===== src/rtl/sram_like_pkg.sv =====
// Shared definitions for the sram-like request bridge: size encoding,
// byte-enable generation and the response pipeline stage record.
package sram_like_pkg;

    localparam int ID_W = 3;

    typedef enum logic [1:0] {
        SZ_BYTE = 2'd0,
        SZ_HALF = 2'd1,
        SZ_WORD = 2'd2,
        SZ_RSVD = 2'd3
    } size_e;

    typedef struct packed {
        logic            valid;
        logic [ID_W-1:0] id;
        logic            err;
        logic            rd;
    } resp_stage_t;

    function automatic logic [3:0] gen_wen(input logic [1:0] size,
                                           input logic [1:0] lane,
                                           input logic       wr);
        logic [3:0] mask;
        mask = '0;
        if (wr) begin
            case (size)
                SZ_BYTE: mask = 4'b0001 << lane;
                SZ_HALF: mask = 4'b0011 << lane;
                default: mask = 4'b1111;
            endcase
        end
        return mask;
    endfunction

    function automatic logic is_misaligned(input logic [1:0] size,
                                           input logic [1:0] lane);
        logic bad;
        bad = 1'b0;
        case (size)
            SZ_BYTE: bad = 1'b0;
            SZ_HALF: bad = lane[0];
            SZ_WORD: bad = (lane != 2'b00);
            default: bad = 1'b1;
        endcase
        return bad;
    endfunction

endpackage


===== src/rtl/sram_like_arb_if.sv =====
// CPU-side sram-like request/response bundle for NCH channels.
interface sram_like_arb_if #(
    parameter int NCH    = 2,
    parameter int ADDR_W = 32
);
    logic [NCH-1:0]        req;
    logic [NCH-1:0]        wr;
    logic [2*NCH-1:0]      size;
    logic [ADDR_W*NCH-1:0] addr;
    logic [32*NCH-1:0]     wdata;
    logic [NCH-1:0]        addr_ok;
    logic [NCH-1:0]        data_ok;
    logic [31:0]           rdata;
    logic [NCH-1:0]        err;

    modport master (
        output req, wr, size, addr, wdata,
        input  addr_ok, data_ok, rdata, err
    );

    modport slave (
        input  req, wr, size, addr, wdata,
        output addr_ok, data_ok, rdata, err
    );
endinterface


===== src/rtl/sram_like_arb_rr_arbiter.sv =====
// Round-robin arbiter: one-hot grant searching from ptr upward, ptr moves
// past the winner when the grant is accepted.
module rr_arbiter
    import sram_like_pkg::*;
#(
    parameter int NCH = 2
) (
    input  logic            clk,
    input  logic            rst,
    input  logic [NCH-1:0]  req,
    input  logic            accept,
    output logic [NCH-1:0]  grant,
    output logic [ID_W-1:0] grant_id,
    output logic            grant_any
);

    localparam int PW = (NCH > 1) ? $clog2(NCH) : 1;

    logic [PW-1:0] ptr;

    always_comb begin
        int unsigned idx;
        idx       = 0;
        grant     = '0;
        grant_id  = '0;
        grant_any = 1'b0;
        for (int unsigned k = 0; k < NCH; k++) begin
            idx = (32'(ptr) + k) % NCH;
            if (!grant_any && req[idx]) begin
                grant_any  = 1'b1;
                grant[idx] = 1'b1;
                grant_id   = ID_W'(idx);
            end
        end
    end

    always_ff @(posedge clk) begin
        if (rst) begin
            ptr <= '0;
        end else if (accept && grant_any) begin
            ptr <= PW'((32'(grant_id) + 32'd1) % NCH);
        end
    end

endmodule


===== src/rtl/sram_like_arb.sv =====
// NCH-channel sram-like to single SRAM port bridge with round-robin grant and a
// LAT-deep response pipeline. Optional alignment checking: SRAM_LIKE_ARB_ALIGN_CHECK_EN.
module sram_like_arb
    import sram_like_pkg::*;
#(
    parameter int NCH    = 2,
    parameter int ADDR_W = 32,
    parameter int LAT    = 1
) (
    input  logic              clk,
    input  logic              rst,
    sram_like_arb_if.slave    cpu,
    output logic              sram_en,
    output logic [3:0]        sram_wen,
    output logic [ADDR_W-1:0] sram_addr,
    output logic [31:0]       sram_wdata,
    input  logic [31:0]       sram_rdata
);

    logic [NCH-1:0]    grant;
    logic [ID_W-1:0]   gid;
    logic              gany;
    logic              valid_g;
    logic              mis;
    logic              issue;

    logic              sel_wr;
    logic [1:0]        sel_size;
    logic [ADDR_W-1:0] sel_addr;
    logic [31:0]       sel_wdata;

    logic [NCH-1:0]    data_ok_c;
    logic [NCH-1:0]    err_c;
    logic [31:0]       rdata_c;

    resp_stage_t       pipe [LAT];

    rr_arbiter #(.NCH(NCH)) u_arb (
        .clk       (clk),
        .rst       (rst),
        .req       (cpu.req),
        .accept    (~rst),
        .grant     (grant),
        .grant_id  (gid),
        .grant_any (gany)
    );

    always_comb begin
        sel_wr    = 1'b0;
        sel_size  = '0;
        sel_addr  = '0;
        sel_wdata = '0;
        for (int unsigned i = 0; i < NCH; i++) begin
            if (grant[i]) begin
                sel_wr    = cpu.wr[i];
                sel_size  = cpu.size[2*i +: 2];
                sel_addr  = cpu.addr[ADDR_W*i +: ADDR_W];
                sel_wdata = cpu.wdata[32*i +: 32];
            end
        end
    end

    assign valid_g = gany & ~rst;

`ifdef SRAM_LIKE_ARB_ALIGN_CHECK_EN
    assign mis = valid_g & is_misaligned(sel_size, sel_addr[1:0]);
`else
    assign mis = 1'b0;
`endif

    assign issue       = valid_g & ~mis;
    assign cpu.addr_ok = rst ? '0 : grant;
    assign sram_en     = issue;
    assign sram_wen    = issue ? gen_wen(sel_size, sel_addr[1:0], sel_wr) : 4'b0000;
    assign sram_addr   = {sel_addr[ADDR_W-1:2], 2'b00};
    assign sram_wdata  = sel_wdata;

    // Writes and rejected requests also occupy a slot so responses stay in issue order.
    always_ff @(posedge clk) begin
        if (rst) begin
            for (int unsigned i = 0; i < LAT; i++) begin
                pipe[i] <= '0;
            end
        end else begin
            pipe[0].valid <= valid_g;
            pipe[0].id    <= gid;
            pipe[0].err   <= mis;
            pipe[0].rd    <= issue & ~sel_wr;
            for (int unsigned i = 1; i < LAT; i++) begin
                pipe[i] <= pipe[i-1];
            end
        end
    end

    always_comb begin
        data_ok_c = '0;
        err_c     = '0;
        rdata_c   = '0;
        if (!rst && pipe[LAT-1].valid) begin
            for (int unsigned i = 0; i < NCH; i++) begin
                if (pipe[LAT-1].id == ID_W'(i)) begin
                    data_ok_c[i] = 1'b1;
                    err_c[i]     = pipe[LAT-1].err;
                end
            end
            if (pipe[LAT-1].rd) begin
                rdata_c = sram_rdata;
            end
        end
    end

    assign cpu.data_ok = data_ok_c;
    assign cpu.err     = err_c;
    assign cpu.rdata   = rdata_c;

endmodule


===== src/flat_wrapper.sv =====
// flat-port wrapper written by rule: the top's interface ports become plain ports
module sram_like_arb_flat import sram_like_pkg::*;
#(
    parameter int NCH    = 2,
    parameter int ADDR_W = 32,
    parameter int LAT    = 1
)
  (clk, rst, sram_en, sram_wen, sram_addr, sram_wdata, sram_rdata, cpu_req, cpu_wr, cpu_size, cpu_addr, cpu_wdata, cpu_addr_ok, cpu_data_ok, cpu_rdata, cpu_err);
  sram_like_arb_if #(.NCH(NCH), .ADDR_W(ADDR_W)) cpu_i ();
  input  logic clk;
  input  logic rst;
  output logic sram_en;
  output logic [3:0] sram_wen;
  output logic [ADDR_W-1:0] sram_addr;
  output logic [31:0] sram_wdata;
  input  logic [31:0] sram_rdata;
  input wire logic [$bits(cpu_i.req)-1:0] cpu_req;
  input wire logic [$bits(cpu_i.wr)-1:0] cpu_wr;
  input wire logic [$bits(cpu_i.size)-1:0] cpu_size;
  input wire logic [$bits(cpu_i.addr)-1:0] cpu_addr;
  input wire logic [$bits(cpu_i.wdata)-1:0] cpu_wdata;
  output wire logic [$bits(cpu_i.addr_ok)-1:0] cpu_addr_ok;
  output wire logic [$bits(cpu_i.data_ok)-1:0] cpu_data_ok;
  output wire logic [$bits(cpu_i.rdata)-1:0] cpu_rdata;
  output wire logic [$bits(cpu_i.err)-1:0] cpu_err;
  assign cpu_i.req = cpu_req;
  assign cpu_i.wr = cpu_wr;
  assign cpu_i.size = cpu_size;
  assign cpu_i.addr = cpu_addr;
  assign cpu_i.wdata = cpu_wdata;
  assign cpu_addr_ok = cpu_i.addr_ok;
  assign cpu_data_ok = cpu_i.data_ok;
  assign cpu_rdata = cpu_i.rdata;
  assign cpu_err = cpu_i.err;
  sram_like_arb #(.NCH(NCH), .ADDR_W(ADDR_W), .LAT(LAT)) u_core (.clk(clk), .rst(rst), .cpu(cpu_i), .sram_en(sram_en), .sram_wen(sram_wen), .sram_addr(sram_addr), .sram_wdata(sram_wdata), .sram_rdata(sram_rdata));
endmodule

===== config.mk =====
export PLATFORM = sky130hd
export DESIGN_NAME = sram_like_arb_flat
export DESIGN_NICKNAME = d
export VERILOG_FILES = /design/src/rtl/sram_like_pkg.sv /design/src/rtl/sram_like_arb_if.sv /design/src/rtl/sram_like_arb_rr_arbiter.sv /design/src/rtl/sram_like_arb.sv /design/src/flat_wrapper.sv
export SDC_FILE = /design/constraint.sdc
export NUM_CORES = 1
export LEC_CHECK = 0
export BUFFER_PORTS_ARGS = -buffer_cell sky130_fd_sc_hd__buf_4
export CAP_MARGIN = 20
export CELL_PAD_IN_SITES_DETAIL_PLACEMENT = 1
export CELL_PAD_IN_SITES_GLOBAL_PLACEMENT = 2
export CORE_ASPECT_RATIO = 2
export CORE_UTILIZATION = 10
export CTS_BUF_LIST = sky130_fd_sc_hd__clkbuf_8
export CTS_CLUSTER_DIAMETER = 100
export DETAILED_ROUTE_END_ITERATION = 7
export PLACE_DENSITY_LB_ADDON = 0.25
export SYNTH_ARGS = -nofsm -noshare
export SYNTH_HDL_FRONTEND = slang
export SYNTH_SLANG_ARGS = --single-unit

===== constraint.sdc =====
create_clock -name clk -period 4.2 [get_ports clk]
set_input_delay 0.42 -clock clk [delete_from_list [all_inputs] [get_ports clk]]
set_output_delay 0.42 -clock clk [all_outputs]
set_load 0.03 [all_outputs]

==> summary.md <==
| Metric | Value |
|---|---|
| R2r startpoint | u_core.u_arb.ptr$_SDFFE_PP0P_ |
| PostCTS Resize Cnt | 0 |
| CP dominant cell by count | buf_4 |
| NetSw | 0.264 mW |
| RSZ-0062 raised after global routing | false |
| Core footprint | 0.0117 mm² |
| Post-synth top area share | 0.453 |
| Hpwl dp | 7.55 mm |
| Layout net count | 585 |
| Fin Clk Skew | 0.189 ps |
| Buffers on Ports | 272 |
| Via Count | 2357 |
| Worst path arrival time | 2410 ps |
| Die Wd | 79.4 µm |
| Cell taking the most area after synthesis | a22o_1 |
| Most common cell in the synthesized netlist | a22o_1 |
| Predominant post-synthesis flop cell | dfxtp_1 |
| First-pass GRT wire length | 12.0 mm |
| FMAX | 354 MHz |
| ANT nets after route | 0 |
| Routed length per instance | 15.6 µm |
| CP max FO | 35 |
| Ratio of cells with drive above 1 in the final layout | 0.685 |
| Area Growth Syn to Fin | 180% |
| # clock sinks | 4 |
| Avg Cell Area, Syn | 7.63 µm² |
| Hold_buf cts | 0 |
| Total track usage | 0.127 |
| Dominant cells by area after synthesis | a22o_1 (45%), and2_1 (18%), dfxtp_1 (6.7%) |
| Number of vias per cell | 4.22 |
| Post-Layout Cell Count | 558 |
| Commonest cells post-synth | a22o_1 (62), and2_1 (34), buf_4 (10) |
| Post-synth EDFFs | 0 |
| Cts bufs inserted | 3 |
| Final core utilization | 0.287 |
| Crit Reg-Reg Endpoint | u_core.pipe[0][1]$_SDFF_PP0_ |
| Slowest cell on the critical path | and2_2 |
| CP Capture Point | sram_wdata[27] |
| CTS clk-pin slew, worst paths | 30 ps |
| Hold Path Class | in2reg |
| Die area | 0.0125 mm² |
| Final setup viols | 0 |
| Critical path startpoint | u_core.u_arb.ptr$_SDFFE_PP0P_ |
| Max VDD drop | 0.0584 mV |
| Placer Congestion | 0.737 |
| Clk Tree Root Cell | clkbuf_8 |
| Synthesized cell area | 0.00120 mm² |
| Hold Violations, Final | 0 |
| Row cnt | 56 |
| Iteration-0 DRC Markers | 47 |
| Largest net degree at the start of global routing | 41 |
| Drc violations | 0 |
| Placed cells | 555 |
| Crit path cell chain | nand2b_1, and2_2, buf_4, a22o_1, buf_4 |
| Crit Path Class | reg2out |
| Slew Viols, Final | 0 |
| Final WL | 8.70 mm |
| Async SR Flop Fraction | 0 |
| Leak | 1.84 nW |
| Pwr dens | 177 mW/mm² |
| # IOs | 277 |
| Clock Power Share | 0.141 |
| Vias in the first global route | 2441 |
| Syn Inst Count | 157 |
| Worst-Margin Slew | 863 ps |
| Comb power frac | 0.787 |
| Critical Path RT | 3780 ps |
| Syn. warnings | 0 |
| Slew headroom | 0.423 |
| Period minus WS final | 2830 ps |
| Yosys cell types | 25 |
| Setup TNS | 0 ps |
| Startpoint types | flip-flop |
| Setup Fix Bufs, Post-CTS | 0 |
| Net Sw Frac | 0.445 |
| Final period util | 0.673 |
| Ant. Diodes | 0 |
| Status | finished clean |
| Clock Tree Buf Depth | 2 |
| CP peak stage delay | 680 ps |
| Initial Util | 0.102 |
| R2R cell count | 4 |
| Max-cap violations | 0 |
| Die Ht | 157 µm |
| Worst skew pair latency | 220 ps |
| Grt ovf | 0 |
| Sequential area share after synthesis | 0.0668 |
| Drt first pass iters | 6 |
| Critical Path Sink Type | primary output |
| Fillcell total | 1477 |
| CTS tree | built |
| Sequential share of power | 0.072 |
| Reg2reg setup slack | 2140 ps |
| Antenna violations before repair | 0 |
| #FFs+latches synth | 4 |
| Cell Int Power | 0.329 mW |
| H-Tree Depth | 1 |
## cells in the final DEF, fill, tap and decap left out
cell and n:
a22oi_2 1, nand2_1 4, or3_1 1, or2_1 1, nor2b_1 3, and3b_1 2, nor3b_1 1, a32oi_1 4
and2_2 1, and2_1 33, clkbuf_8 3, a21boi_4 1, a22o_1 62, or2_2 2, nor2_1 3, or2b_1 1
dfxtp_1 4, a32o_1 1, a32o_2 1, conb_1 4, buf_4 274, nand2b_1 1, a21oi_1 4, a31oi_1 1
## worst max-delay path, delay by kind of cell, from the launching register on
family          cells  cell delay (ps)
simple gates        2              970
compound gates      1              200
buf+inv             2              610
flops               1              380
## power by group through the flow
stage / Sequential (mW) / Clock (mW) / Combinational [mW]
4_1_cts: 0.0427 / 0.0857 / 0.474
3_5_place_dp: 0.0432 / 0 / 0.473
6_report: 0.0426 / 0.0836 / 0.467
3_3_place_gp: 0.0429 / 0 / 0.468
2_1_floorplan: 0.0422 / 0 / 0.243
5_1_grt: 0.0431 / 0.0891 / 0.495
## kinds of logic (layout without fill, tap and decap cells)
group,Yosys count,in the layout,share of synthesized area
AO/OA/AOI/OAI,75,75,0.542
AND/OR/NAND/NOR,53,53,0.268
buffers and inverters,24,277,0.120
flip-flops,4,4,0.0668
other,1,4,0.00313
## per-layer routing
layer,part of all wire,global-route usage,vias to the layer above
met5,0,0,-
met4,0.019,0.0424,0
met3,0.13,0.0466,12
met2,0.55,0.248,182
met1,0.30,0.116,1054
li1,-,-,1109
## worst min path at each step
stage                                        startpoint                       endpoint  slack [ps]  depth (start not counted)
after floorplan           u_core.u_arb.ptr$_SDFFE_PP0P_  u_core.u_arb.ptr$_SDFFE_PP0P_         540                          2
after global placement    u_core.u_arb.ptr$_SDFFE_PP0P_  u_core.u_arb.ptr$_SDFFE_PP0P_         580                          2
after detailed placement  u_core.u_arb.ptr$_SDFFE_PP0P_  u_core.u_arb.ptr$_SDFFE_PP0P_         590                          2
after CTS                                           rst  u_core.u_arb.ptr$_SDFFE_PP0P_         460                          2
after global routing                                rst   u_core.pipe[0][1]$_SDFF_PP0_         460                          2
final                                               rst  u_core.u_arb.ptr$_SDFFE_PP0P_         450                          2
## state kept, by name, indices dropped and copies added, names as in the netlist
register,cells
u_core.pipe,3
u_core.u_arb.ptr,1
## area by class of cell
cell class	count	area, µm²	area share
flip-flops and latches	4	80.1	0.0239
multi-input cells	132	995	0.297
well taps	145	181	0.0541
clock buffers	3	41.3	0.0123
repair buffers	274	2060	0.613
## metrics by stage
stage / setup WS (ps) / instance area (µm²) / hold WS [ps] / power (mW)
detailed placement: 1490 / 3310 / 593 / 0.516
finish: 1370 / 3350 / 447 / 0.593
global placement: 1520 / 3310 / 579 / 0.511
CTS: 1350 / 3350 / 456 / 0.602
global route: 1200 / 3350 / 463 / 0.627
floorplan: 2020 / 1210 / 542 / 0.285
Note: power is estimated with default switching activity, not from simulation.
